==> src/rtl/dsalu_pkg.sv <==
// Shared definitions for the digit-serial add/subtract unit.
//   dsalu_state_t : two-state controller encoding (IDLE, RUN)
//   cnt_width()   : digit counter width, max(1, clog2(W/D))
package dsalu_pkg;

  typedef enum logic {
    IDLE = 1'b0,
    RUN  = 1'b1
  } dsalu_state_t;

  // The counter has to hold W/D-1. With only two digits that is a single
  // bit, and clog2 would already give 1, but the floor of 1 keeps the
  // width legal for any degenerate ratio.
  function automatic int cnt_width(input int w, input int d);
    int n;
    n = w / d;
    return (n <= 2) ? 1 : $clog2(n);
  endfunction

endpackage

==> src/rtl/digit_adder.sv <==
// Purely combinational D-bit ripple adder. One instance handles every digit.
//   a, b   : digit operands (b is already inverted by the caller when subtracting)
//   cin    : carry into bit 0
//   s      : D-bit digit sum
//   cout   : carry out of bit D-1
//   c_msb  : carry into bit D-1, used for signed overflow on the last digit
module digit_adder #(
  parameter int D = 2
) (
  input  logic [D-1:0] a,
  input  logic [D-1:0] b,
  input  logic         cin,
  output logic [D-1:0] s,
  output logic         cout,
  output logic         c_msb
);

  // c[i] is the carry into bit i. c[D] is the carry out of the digit.
  logic [D:0] c;

  assign c[0] = cin;

  for (genvar i = 0; i < D; i++) begin : g_bit
    assign s[i]   = a[i] ^ b[i] ^ c[i];
    assign c[i+1] = (a[i] & b[i]) | (c[i] & (a[i] ^ b[i]));
  end

  assign cout  = c[D];
  assign c_msb = c[D-1];

endmodule

==> src/rtl/digit_serial_alu.sv <==
// Digit-serial add/subtract unit. Operands arrive LSB-first, D bits per
// accepted cycle. After W/D accepted digits a W-bit result plus flags is
// presented together with a one-cycle done pulse.
//   clk, rst        : rising-edge clock, asynchronous active-low reset
//   start, sub      : begin an operation (IDLE only); sub selects A-B
//   dig_valid       : a_dig/b_dig hold a digit this cycle (low = stall)
//   a_dig, b_dig    : operand digits
//   busy            : high while digits are being consumed
//   done            : one-cycle pulse, result and flags are final
//   result          : accumulated sum/difference
//   cout, ovf       : final carry (1 = no borrow when subtracting), signed overflow
//   neg, zero       : derived from result
module digit_serial_alu
  import dsalu_pkg::*;
#(
  parameter int W = 8,
  parameter int D = 2
) (
  input  logic         clk,
  input  logic         rst,
  input  logic         start,
  input  logic         sub,
  input  logic         dig_valid,
  input  logic [D-1:0] a_dig,
  input  logic [D-1:0] b_dig,
  output logic         busy,
  output logic         done,
  output logic [W-1:0] result,
  output logic         cout,
  output logic         ovf,
  output logic         neg,
  output logic         zero
);

  localparam int            N        = W / D;
  localparam int            CW       = cnt_width(W, D);
  localparam logic [CW-1:0] CNT_LAST = CW'(N - 1);

  dsalu_state_t  state;
  dsalu_state_t  next_state;
  logic [CW-1:0] cnt;
  logic          carry;
  logic          mode;

  logic          start_ok;
  logic          dig_ok;
  logic          last_dig;

  logic [D-1:0]  add_s;
  logic          add_cout;
  logic          add_cmsb;

  assign start_ok = (state == IDLE) && start;
  assign dig_ok   = (state == RUN) && dig_valid;
  assign last_dig = dig_ok && (cnt == '0);

  // Subtraction is A + ~B + 1; the +1 enters as the initial carry.
  digit_adder #(.D(D)) u_adder (
    .a     (a_dig),
    .b     (b_dig ^ {D{mode}}),
    .cin   (carry),
    .s     (add_s),
    .cout  (add_cout),
    .c_msb (add_cmsb)
  );

  // State register.
  always_ff @(posedge clk or negedge rst) begin
    if (!rst) begin
      state <= IDLE;
    end else begin
      state <= next_state;
    end
  end

  // Next-state logic: leave IDLE on start, return after the last digit.
  always_comb begin
    next_state = state;
    case (state)
      IDLE:    if (start)    next_state = RUN;
      RUN:     if (last_dig) next_state = IDLE;
      default: next_state = IDLE;
    endcase
  end

  // Output logic.
  always_comb begin
    busy = (state == RUN);
  end

  // Datapath. Each accepted digit shifts in from the top so that after
  // W/D digits the first (least significant) digit sits at bit 0. Flags
  // are only written on the last digit so they stay cleared while busy.
  always_ff @(posedge clk or negedge rst) begin
    if (!rst) begin
      carry  <= 1'b0;
      cnt    <= '0;
      mode   <= 1'b0;
      result <= '0;
      cout   <= 1'b0;
      ovf    <= 1'b0;
    end else if (start_ok) begin
      mode   <= sub;
      carry  <= sub;
      cnt    <= CNT_LAST;
      result <= '0;
      cout   <= 1'b0;
      ovf    <= 1'b0;
    end else if (dig_ok) begin
      result <= {add_s, result[W-1:D]};
      carry  <= add_cout;
      cnt    <= cnt - 1'b1;
      if (cnt == '0) begin
        cout <= add_cout;
        ovf  <= add_cmsb ^ add_cout;
      end
    end
  end

  // Done is registered from the last-digit condition, so it appears in the
  // same cycle busy drops and never overlaps busy.
  always_ff @(posedge clk or negedge rst) begin
    if (!rst) begin
      done <= 1'b0;
    end else begin
      done <= last_dig;
    end
  end

  assign neg  = result[W-1];
  assign zero = (result == '0);

endmodule

==> config.mk <==
export PLATFORM = sky130hd
export DESIGN_NAME = digit_serial_alu
export DESIGN_NICKNAME = d
export VERILOG_FILES = /design/src/rtl/dsalu_pkg.sv /design/src/rtl/digit_adder.sv /design/src/rtl/digit_serial_alu.sv
export SDC_FILE = /design/constraint.sdc
export NUM_CORES = 1
export LEC_CHECK = 0
export ABC_CLOCK_PERIOD_IN_PS = 2500
export BUFFER_PORTS_ARGS = -buffer_cell sky130_fd_sc_hd__buf_2
export CAP_MARGIN = 20
export CORE_UTILIZATION = 50
export CTS_BUF_LIST = sky130_fd_sc_hd__clkbuf_8
export DETAILED_ROUTE_END_ITERATION = 16
export HOLD_SLACK_MARGIN = 0.08
export PLACE_DENSITY = 0.74
export SLEW_MARGIN = 20
export SYNTH_ARGS = -nofsm -noshare
export SYNTH_HDL_FRONTEND = slang
export SYNTH_HIERARCHICAL = 1
export SYNTH_SLANG_ARGS = --single-unit
==> constraint.sdc <==
create_clock -name clk -period 2.5 [get_ports clk]
set_input_delay 0.25 -clock clk [delete_from_list [all_inputs] [get_ports clk]]
set_output_delay 0.25 -clock clk [all_outputs]
set_load 0.01 [all_outputs]
==> results by group <==
Status
  – Status: complete, but fails checks
  – Failing checks: design-rule violations

Setup path
  – Crit path max fanout: 3
  – CP top delay family: adder cells
  – Worst Setup End Kind: register
  – WS Path Type: reg2reg
  – Worst path required time: 2.64 ns
  – CP max stage delay: 0.44 ns
  – Worst path bufs/invs: 0
  – CP Launch Type: register
  – CP arrival: 2.16 ns
  – CP max-delay cell: fa_1
  – Most frequent CP cell: fa_1
  – Cell chain of the critical path: xor2_1 > fa_1 > fa_1 > mux2_2 > a22o_1

STA
  – Worst Tran Pin Value: 0.749 ns
  – RSZ-0062 raised after global routing: no
  – Final min period: 2.02 ns
  – Hold WS: 0.253 ns
  – Slew margin rel.: 49.9%
  – Max Slew Vio Count: 0
  – Period utilisation layout: 80.8%
  – Setup violators final: 0
  – Final hold viol count: 0
  – Final worst slack: 0.479 ns
  – Worst clock skew: 0.00111 ns
  – Fmax: 0.495 GHz
  – Setup TNS: 0 ns

Global routing
  – Initial antenna violation count: 0
  – First-pass GRT wire length: 2620 um
  – Vias in the first global route: 623
  – Total gr overflow: 0
  – Largest net degree at the start of global routing: 21
  – GRT Total Usage: 18.6%

Synth
  – Area share of the largest cell type after synthesis: 46.3%
  – Leading area contributor after synthesis: dfrtp_1
  – Sequential area share after synthesis: 46.3%
  – Mean Syn Cell Area: 11.7 um2
  – Cells after synthesis: 74
  – Distinct cells, synth: 23
  – Ranking of synthesized cells by area: dfrtp_1 46%, mux2_2 9.1%, a22o_1 8.1%
  – Post-Synthesis Cell Area: 865 um2
  – YS warnings: 6
  – Post-synth net total: 86
  – Post-synthesis register bit count: 16

Die
  – Num rows: 14
  – Initial core utilization: 55.5%
  – Die ar.: 0.00190 mm2
  – Die width: 43.6 um
  – DIE HEIGHT: 43.6 um
  – IO Pins: 23
  – Core Region: 0.00156 mm2

Min path
  – Hold Crit Class: in2reg

Power
  – Static Leak: 0.525 nW
  – Cell Pwr Density: 1240 mW/mm2
  – Max IR drop VDD: 0.628 mV

Place
  – Place WS: 0.481 ns
  – RePlAce Congestion: 0.728
  – Placed cell count: 106
  – Dpl hpwl: 1010 um
  – IO buf count: 22

CTS
  – Clock Latency Late Sink: 0.25 ns
  – Bufs on Longest Clock Path: 2
  – Clock Root Buffer: clkbuf_8
  – Clock Pin Slew Worst Setup and Hold Paths: 0.06 ns
  – H-tree Lvls: 1
  – Clk sinks: 16
  – CTS tree: yes
  – Inserted Clock Buffers: 3
  – Post-CTS sizing: 0

Route
  – First drt pass iteration count: 10
  – DRC Markers: 2
  – Vias per cell: 5.68
  – WL/cell: 13.7 um
  – Drt total wl: 1520 um
  – Antenna viol nets, final: 0
  – Initial drt markers: 11
  – Vias after detailed routing: 631

Cells and area
  – Antenna cell count: 0
  – Most frequent cells in the layout: 22 x buf_2, 16 x dfrtp_1, 8 x a22o_1, 8 x nand2_1, 7 x mux2_2
  – Share of cells above drive strength 1: 38.9%
  – Area delta synth->final: 16.9%
  – Commonest non-fill, non-tap cell in the layout: buf_2
  – Layout Cells excl Fill: 111
  – Nets: 108
  – Fillers: 123

Flow run
  – Max-Cap Viols: 0
registers in the layout, summed over array words and instances (netlist names):
| signal | count |
|---|---|
| done | 1 |
| carry | 1 |
| result | 8 |
| cout | 1 |
| busy | 1 |
| mode | 1 |
| ovf | 1 |
| cnt | 2 |
per-stage QoR:
stage	area, um2	util [%]	total power (W)
floorplan	865	-	0.000884
global placement	946	60.7	0.00101
detailed placement	946	60.7	0.00103
CTS	1010	64.8	0.00127
global route	1010	64.8	0.00136
finish	1010	64.8	0.00125
cell type report:
cell class | instances | area, um2 | area share (%)
Inverter | 2 | 7.51 | 0.743
Timing Repair Buffer | 23 | 120 | 11.9
Clock buffer | 4 | 55.1 | 5.45
Multi-Input combinational cell | 50 | 408 | 40.3
Sequential cell | 16 | 400 | 39.6
Tap cell | 16 | 20.0 | 1.98
per-layer routing:
metal | share of wire (%) | routed length (um) | track usage, %
met2 | 49 | 750 | 29.6
met3 | 4.3 | 66 | 4.17
met4 | 0.53 | 8 | 7.50
met5 | 0 | 0 | 0
met1 | 46 | 698 | 24.7
power by group:
part / internal (W) / switching [W] / leakage, nW / total [W]
Sequential: 0.000371 / 0.000129 / 0.197 / 0.000500
Combinational: 0.000290 / 0.000232 / 0.299 / 0.000522
Clock: 0.000140 / 0.0000877 / 0.0288 / 0.000227
synthesized netlist by cell type (all sizes together):
library cell	count
ha	1
xor2	3
a31oi	1
nand4	1
fa	2
inv	2
or4	2
a211oi	1
and3	1
mux2	10
dfrtp	16
a22o	8
mux2i	1
nand2	8
nor2b	2
buf	6
a21oi	1
nand3	4
nor2	4
kinds of logic after synthesis:
group | share of synthesized area, %
AOI/OAI and AO/OA | 10.3
xor gates and xnor gates | 3.04
adders and majority gates | 6.08
buffers and inverters | 6.51
DFF | 46.3
muxes | 15.5
and+or+nand+nor | 12.3
what timing repair did:
action,CTS,global route
endpoints found under the hold margin,16,0
buffers inserted,0,0
hold buffers,1,0
final timing paths:
check,startpoint,end,slack [ns],depth (start not counted)
setup / recovery,mode,result[7],0.48,5
max in group asynchronous,rst,mode,1.80,2
min in group asynchronous,rst,result[3],0.44,2
hold reg to reg,cnt[0],cnt[0],0.48,2
hold / removal,sub,mode,0.25,2
setup reg to reg,mode,result[7],0.48,5
Note: power is estimated with default switching activity, not from simulation.
